===== src/rtl/pic_inta_sequencer.sv =====
// -----------------------------------------------------------------------------
// pic_inta_sequencer
//
// CPU-side interrupt-acknowledge initiator for an 8259-style PIC (8086 mode).
// Watches the PIC's INT line through a two-flop synchronizer. When interrupts
// are enabled it drives the two-pulse INTA# sequence, then captures the vector
// byte the PIC presents during the second pulse. The vector goes to the core
// over a valid/ack handshake.
//
// Parameters
//   PULSE_CYCLES : clocks inta_n is held low per pulse (1..255)
//   GAP_CYCLES   : clocks inta_n is held high between the pulses (1..255)
//
// Ports
//   clk        in   1  clock, rising edge
//   rst_n      in   1  asynchronous reset, active low
//   int_req    in   1  INT from the PIC (asynchronous, synchronized here)
//   intr_en    in   1  CPU interrupt enable; gates only the start of a sequence
//   data_in    in   8  PIC data bus, sampled at the end of the second pulse
//   inta_n     out  1  registered interrupt-acknowledge strobe, active low
//   busy       out  1  sequence or undelivered vector in progress
//   vector     out  8  captured vector byte
//   spurious   out  1  INT had already dropped when the vector was captured
//   vec_valid  out  1  vector available, held until vec_ack
//   vec_ack    in   1  core accepts the vector (ignored unless vec_valid)
// -----------------------------------------------------------------------------
module pic_inta_sequencer #(
  parameter int unsigned PULSE_CYCLES = 2,
  parameter int unsigned GAP_CYCLES   = 1
) (
  input  logic       clk,
  input  logic       rst_n,
  input  logic       int_req,
  input  logic       intr_en,
  input  logic [7:0] data_in,
  output logic       inta_n,
  output logic       busy,
  output logic [7:0] vector,
  output logic       spurious,
  output logic       vec_valid,
  input  logic       vec_ack
);

  typedef enum logic [2:0] {
    ST_IDLE   = 3'd0,
    ST_P1_LOW = 3'd1,
    ST_GAP    = 3'd2,
    ST_P2_LOW = 3'd3,
    ST_DONE   = 3'd4
  } state_t;

  // Counter reload values: the counter runs N-1 down to 0, giving N cycles.
  localparam logic [7:0] PULSE_LOAD = 8'(PULSE_CYCLES - 1);
  localparam logic [7:0] GAP_LOAD   = 8'(GAP_CYCLES - 1);

  state_t     state_reg, state_next;
  logic [7:0] cnt_reg, cnt_next;
  logic [1:0] sync_reg;
  logic       int_sync;
  logic [7:0] vector_reg;
  logic       spurious_reg;
  logic       inta_n_reg, inta_n_next;
  logic       capture;

  assign int_sync = sync_reg[1];

  // Two-flop synchronizer for the asynchronous INT line.
  always_ff @(posedge clk or negedge rst_n) begin
    if (!rst_n) begin
      sync_reg <= 2'b00;
    end else begin
      sync_reg <= {sync_reg[0], int_req};
    end
  end

  // State register, pulse counter and the registered strobe.
  always_ff @(posedge clk or negedge rst_n) begin
    if (!rst_n) begin
      state_reg  <= ST_IDLE;
      cnt_reg    <= 8'h00;
      inta_n_reg <= 1'b1;
    end else begin
      state_reg  <= state_next;
      cnt_reg    <= cnt_next;
      inta_n_reg <= inta_n_next;
    end
  end

  // Vector capture; values hold until the next capture.
  always_ff @(posedge clk or negedge rst_n) begin
    if (!rst_n) begin
      vector_reg   <= 8'h00;
      spurious_reg <= 1'b0;
    end else if (capture) begin
      vector_reg   <= data_in;
      spurious_reg <= ~int_sync;
    end
  end

  // Next-state logic. Once a sequence has left IDLE, neither int_sync nor
  // intr_en is looked at again until the vector has been delivered.
  always_comb begin
    state_next = state_reg;
    cnt_next   = cnt_reg;
    case (state_reg)
      ST_IDLE: begin
        if (int_sync && intr_en) begin
          state_next = ST_P1_LOW;
          cnt_next   = PULSE_LOAD;
        end
      end
      ST_P1_LOW: begin
        if (cnt_reg == 8'h00) begin
          state_next = ST_GAP;
          cnt_next   = GAP_LOAD;
        end else begin
          cnt_next = cnt_reg - 8'h01;
        end
      end
      ST_GAP: begin
        if (cnt_reg == 8'h00) begin
          state_next = ST_P2_LOW;
          cnt_next   = PULSE_LOAD;
        end else begin
          cnt_next = cnt_reg - 8'h01;
        end
      end
      ST_P2_LOW: begin
        if (cnt_reg == 8'h00) begin
          state_next = ST_DONE;
        end else begin
          cnt_next = cnt_reg - 8'h01;
        end
      end
      ST_DONE: begin
        if (vec_ack) begin
          state_next = ST_IDLE;
        end
      end
      default: begin
        state_next = ST_IDLE;
        cnt_next   = 8'h00;
      end
    endcase
  end

  // Output decode. inta_n is precomputed from the next state so the pin is a
  // flop output that is low exactly while the state register sits in a pulse.
  always_comb begin
    capture     = (state_reg == ST_P2_LOW) && (cnt_reg == 8'h00);
    inta_n_next = !((state_next == ST_P1_LOW) || (state_next == ST_P2_LOW));
    busy        = (state_reg != ST_IDLE);
    vec_valid   = (state_reg == ST_DONE);
  end

  assign inta_n   = inta_n_reg;
  assign vector   = vector_reg;
  assign spurious = spurious_reg;

endmodule


===== config.mk =====
export PLATFORM = sky130hd
export DESIGN_NAME = pic_inta_sequencer
export DESIGN_NICKNAME = d
export VERILOG_FILES = /design/src/rtl/pic_inta_sequencer.sv
export SDC_FILE = /design/constraint.sdc
export NUM_CORES = 1
export LEC_CHECK = 0
export CORE_UTILIZATION = 52
export CTS_CLUSTER_SIZE = 28
export DETAILED_ROUTE_END_ITERATION = 8
export PLACE_DENSITY = 0.83
export RECOVER_POWER = 50
export SLEW_MARGIN = 40
export SYNTH_ARGS = -nofsm -noshare
export SYNTH_HDL_FRONTEND = slang
export SYNTH_SLANG_ARGS = --single-unit

===== constraint.sdc =====
create_clock -name clk -period 5.05 [get_ports clk]
set_clock_uncertainty 0.15 [all_clocks]
set_input_delay 1.515 -clock clk [delete_from_list [all_inputs] [get_ports clk]]
set_output_delay 1.515 -clock clk [all_outputs]
set_load 0.02 [all_outputs]

==> run_results.csv <==
group,metric,value,unit
floorplan,start_util,55.5,%
synth,synth_top_family_by_area,"compound AO/OA/AOI/OAI gates",
cts,h-tree-depth,1,
synth,syn_area,1100,sq um
timing,period_share,72.1,%
setup_path,cp.required,3.39,ns
synth,yosysSeqAreaShare,52.4,%
pwr,powerDensity,627,nW/um^2
global_route,globalRouteOverflowTotal,0,
setup_path,cp_max_fo,6,
route,routed_wl,2260,um
synth,synthArstFlopShare,100,%
cts,clockBufferDepth,2,
synth,synth_fa_ha_area_share,1.14,%
timing,drv_slew,0,
cts,cts.sinks,23,
cts,cts_tree,"built",
layout,final_util,69.1,%
synth,yosys_warnings,0,
setup_path,startpoint_type,"flip-flop",
timing,finalSetupTns,0,ns
route,vias,819,
synth,synth_cell_types,36,
setup_path,worst_path_max_delay_cell,"clkdlybuf4s50_1",
timing,worst_pin_slew,1.17,ns
setup_path,crit_path_end_kind,"output port",
route,antenna_left,0,
setup_path,crit_chain,"nor2_1, inv_1, nor2_1, clkdlybuf4s50_1",
synth,synthCells,94,
global_route,grt_pass1_wl,3400,um
cts,hold_buffers,0,
status,status,"finished clean",
synth,synthMuxAreaShare,10.2,%
placement,dp.final_hpwl,1700,um
pwr,power_leakage,0.593,nW
route,drc,0,
synth,synth_compound_area_share,17.5,%
global_route,antenna_found_initial,0,
hold_path,hp-class,"reg -> reg",
synth,synthXorXnorAreaFrac,0.796,%
timing,timing.hold.ws,0.225,ns
layout,final_cell_mix,"dfrtp_1 (22), clkdlybuf4s50_1 (22), a21oi_1 (8)",
floorplan,die_w,48.0,um
route,wl_per_cell,15.5,um
setup_path,worstSetupPathType,"reg -> out",
timing,setup_violations,0,
synth,synth_edf_count,0,
timing,grt_setup_unrepaired,"false",
timing,final_hold_viol_count,0,
setup_path,crit_top_cell,"nor2_1",
layout,drive_gt1_share,16.0,%
route,first_pass_iters,4,
cts,insertion_delay,0.32,ns
timing,final.min_clock_period,3.64,ns
route,drtIter0Drc,8,
pwr,ir_drop,394,uV
layout,final_cells,146,
route,routed_via_density,5.61,
cts,cts_setup_buffers,0,
global_route,grt_pass1_vias,760,
timing,relSlewSlack,22.3,%
synth,ys.flop_type,"dfrtp_1",
setup_path,critPathBufInv,2,
global_route,grt_max_degree,24,
cts,cts.clk_slew.worst_paths,0.13,ns
floorplan,num_io_pins,25,
setup_path,slowest_delay,0.61,ns
synth,synth_seq_cells,23,
flow_run,maxCapViolations,0,
synth,postSynthAreaPerCell,11.7,sq um
layout,nNetsFinal,134,
placement,port_buffers,24,
floorplan,row_count,16,
synth,synth-simple-area-share,14.7,%
floorplan,die-area,2300,sq um
setup_path,arrival,1.98,ns
global_route,grt_use_total,21.8,%
layout,antenna_cells,0,
cts,post_cts_resized,0,
floorplan,die_y,48.0,um
placement,dp_cells,142,
layout,synthToLayoutAreaGrowth,24.6,%
floorplan,coreArea,1980,sq um
timing,fmax,275,MHz
synth,syn_nets,108,
pwr,finalPower,0.859,mW
cts,cts_made_buffers,3,
cts,root_buffer,"clkbuf_4",
setup_path,critical-path-top-delay-family,"buffers and inverters",
placement,place_congestion,0.763,
==> routing by layer <==
metal,vias to the layer above,routed length [um],global-route usage (%)
met3,5,48,3.40
met4,0,40,10.0
met2,11,1150,36.2
met1,406,1020,27.9
li1,397,-,-
met5,-,0,0
==> synth_stat cells (2+ instances only) <==
cell / number / area share, %
a211oi_1: 3 / 2.0
nor2_1: 7 / 2.4
o21ai_0: 5 / 2.3
nand2_1: 5 / 1.7
nor3_1: 2 / 0.91
dfrtp_1: 22 / 50
a21oi_1: 8 / 3.6
mux2_4: 6 / 8.2
inv_1: 4 / 1.4
and2_2: 2 / 1.4
o2bb2ai_1: 3 / 2.4
mux2_2: 2 / 2.0
o311ai_0: 2 / 1.6
==> cell families (layout without fill, tap and decap cells) <==
kind of cell / after synthesis / count (layout)
AO/OA/AOI/OAI: 28 / 28
AND/OR/NAND/NOR: 26 / 26
flip-flops: 23 / 23
multiplexers: 8 / 8
buffers and inverters: 7 / 32
adder cells (fa/ha/maj): 1 / 1
XOR/XNOR: 1 / 1
==> path summary, 6_finish.rpt <==
path | start | endpoint | slack (ns) | cells past startpoint
hold / removal | sync_reg[0]$_DFF_PN0_ | sync_reg[1]$_DFF_PN0_ | 0.23 | 0
setup reg to reg | cnt_reg[0]$_DFFE_PN0P_ | cnt_reg[1]$_DFFE_PN0P_ | 2.27 | 6
hold reg to reg | sync_reg[0]$_DFF_PN0_ | sync_reg[1]$_DFF_PN0_ | 0.23 | 0
min in group asynchronous | rst_n | cnt_reg[6]$_DFFE_PN0P_ | 1.24 | 1
setup / recovery | state_reg[1]$_DFF_PN0_ | vec_valid | 1.41 | 4
max in group asynchronous | rst_n | vector[0]$_DFFE_PN0P_ | 2.82 | 1
==> power by group <==
group          total [mW]  leakage (nW)  internal [mW]  switching [mW]
logic               0.441         0.297          0.223           0.218
clock network      0.0864        0.0177         0.0297          0.0567
registers           0.332         0.278          0.263          0.0688
total               0.859         0.593          0.516           0.343
==> layout make-up <==
type                    instances  area, sq um
fillers                       160          612
flip-flops and latches         23          577
multi-input cells              64          483
repair buffers                 24          234
well taps                      27         33.8
clock buffers                   3         22.5
inverters                       4         15.0
clock inverters                 1         5.00
==> stage by stage <==
step           instance area [sq um]  worst slack (ns)
6_report                        1370              1.41
5_1_grt                         1370              1.31
4_1_cts                         1380              1.43
3_5_place_dp                    1350              1.82
3_3_place_gp                    1350              1.88
2_1_floorplan                   1100              2.34
Note: power is estimated with default switching activity, not from simulation.
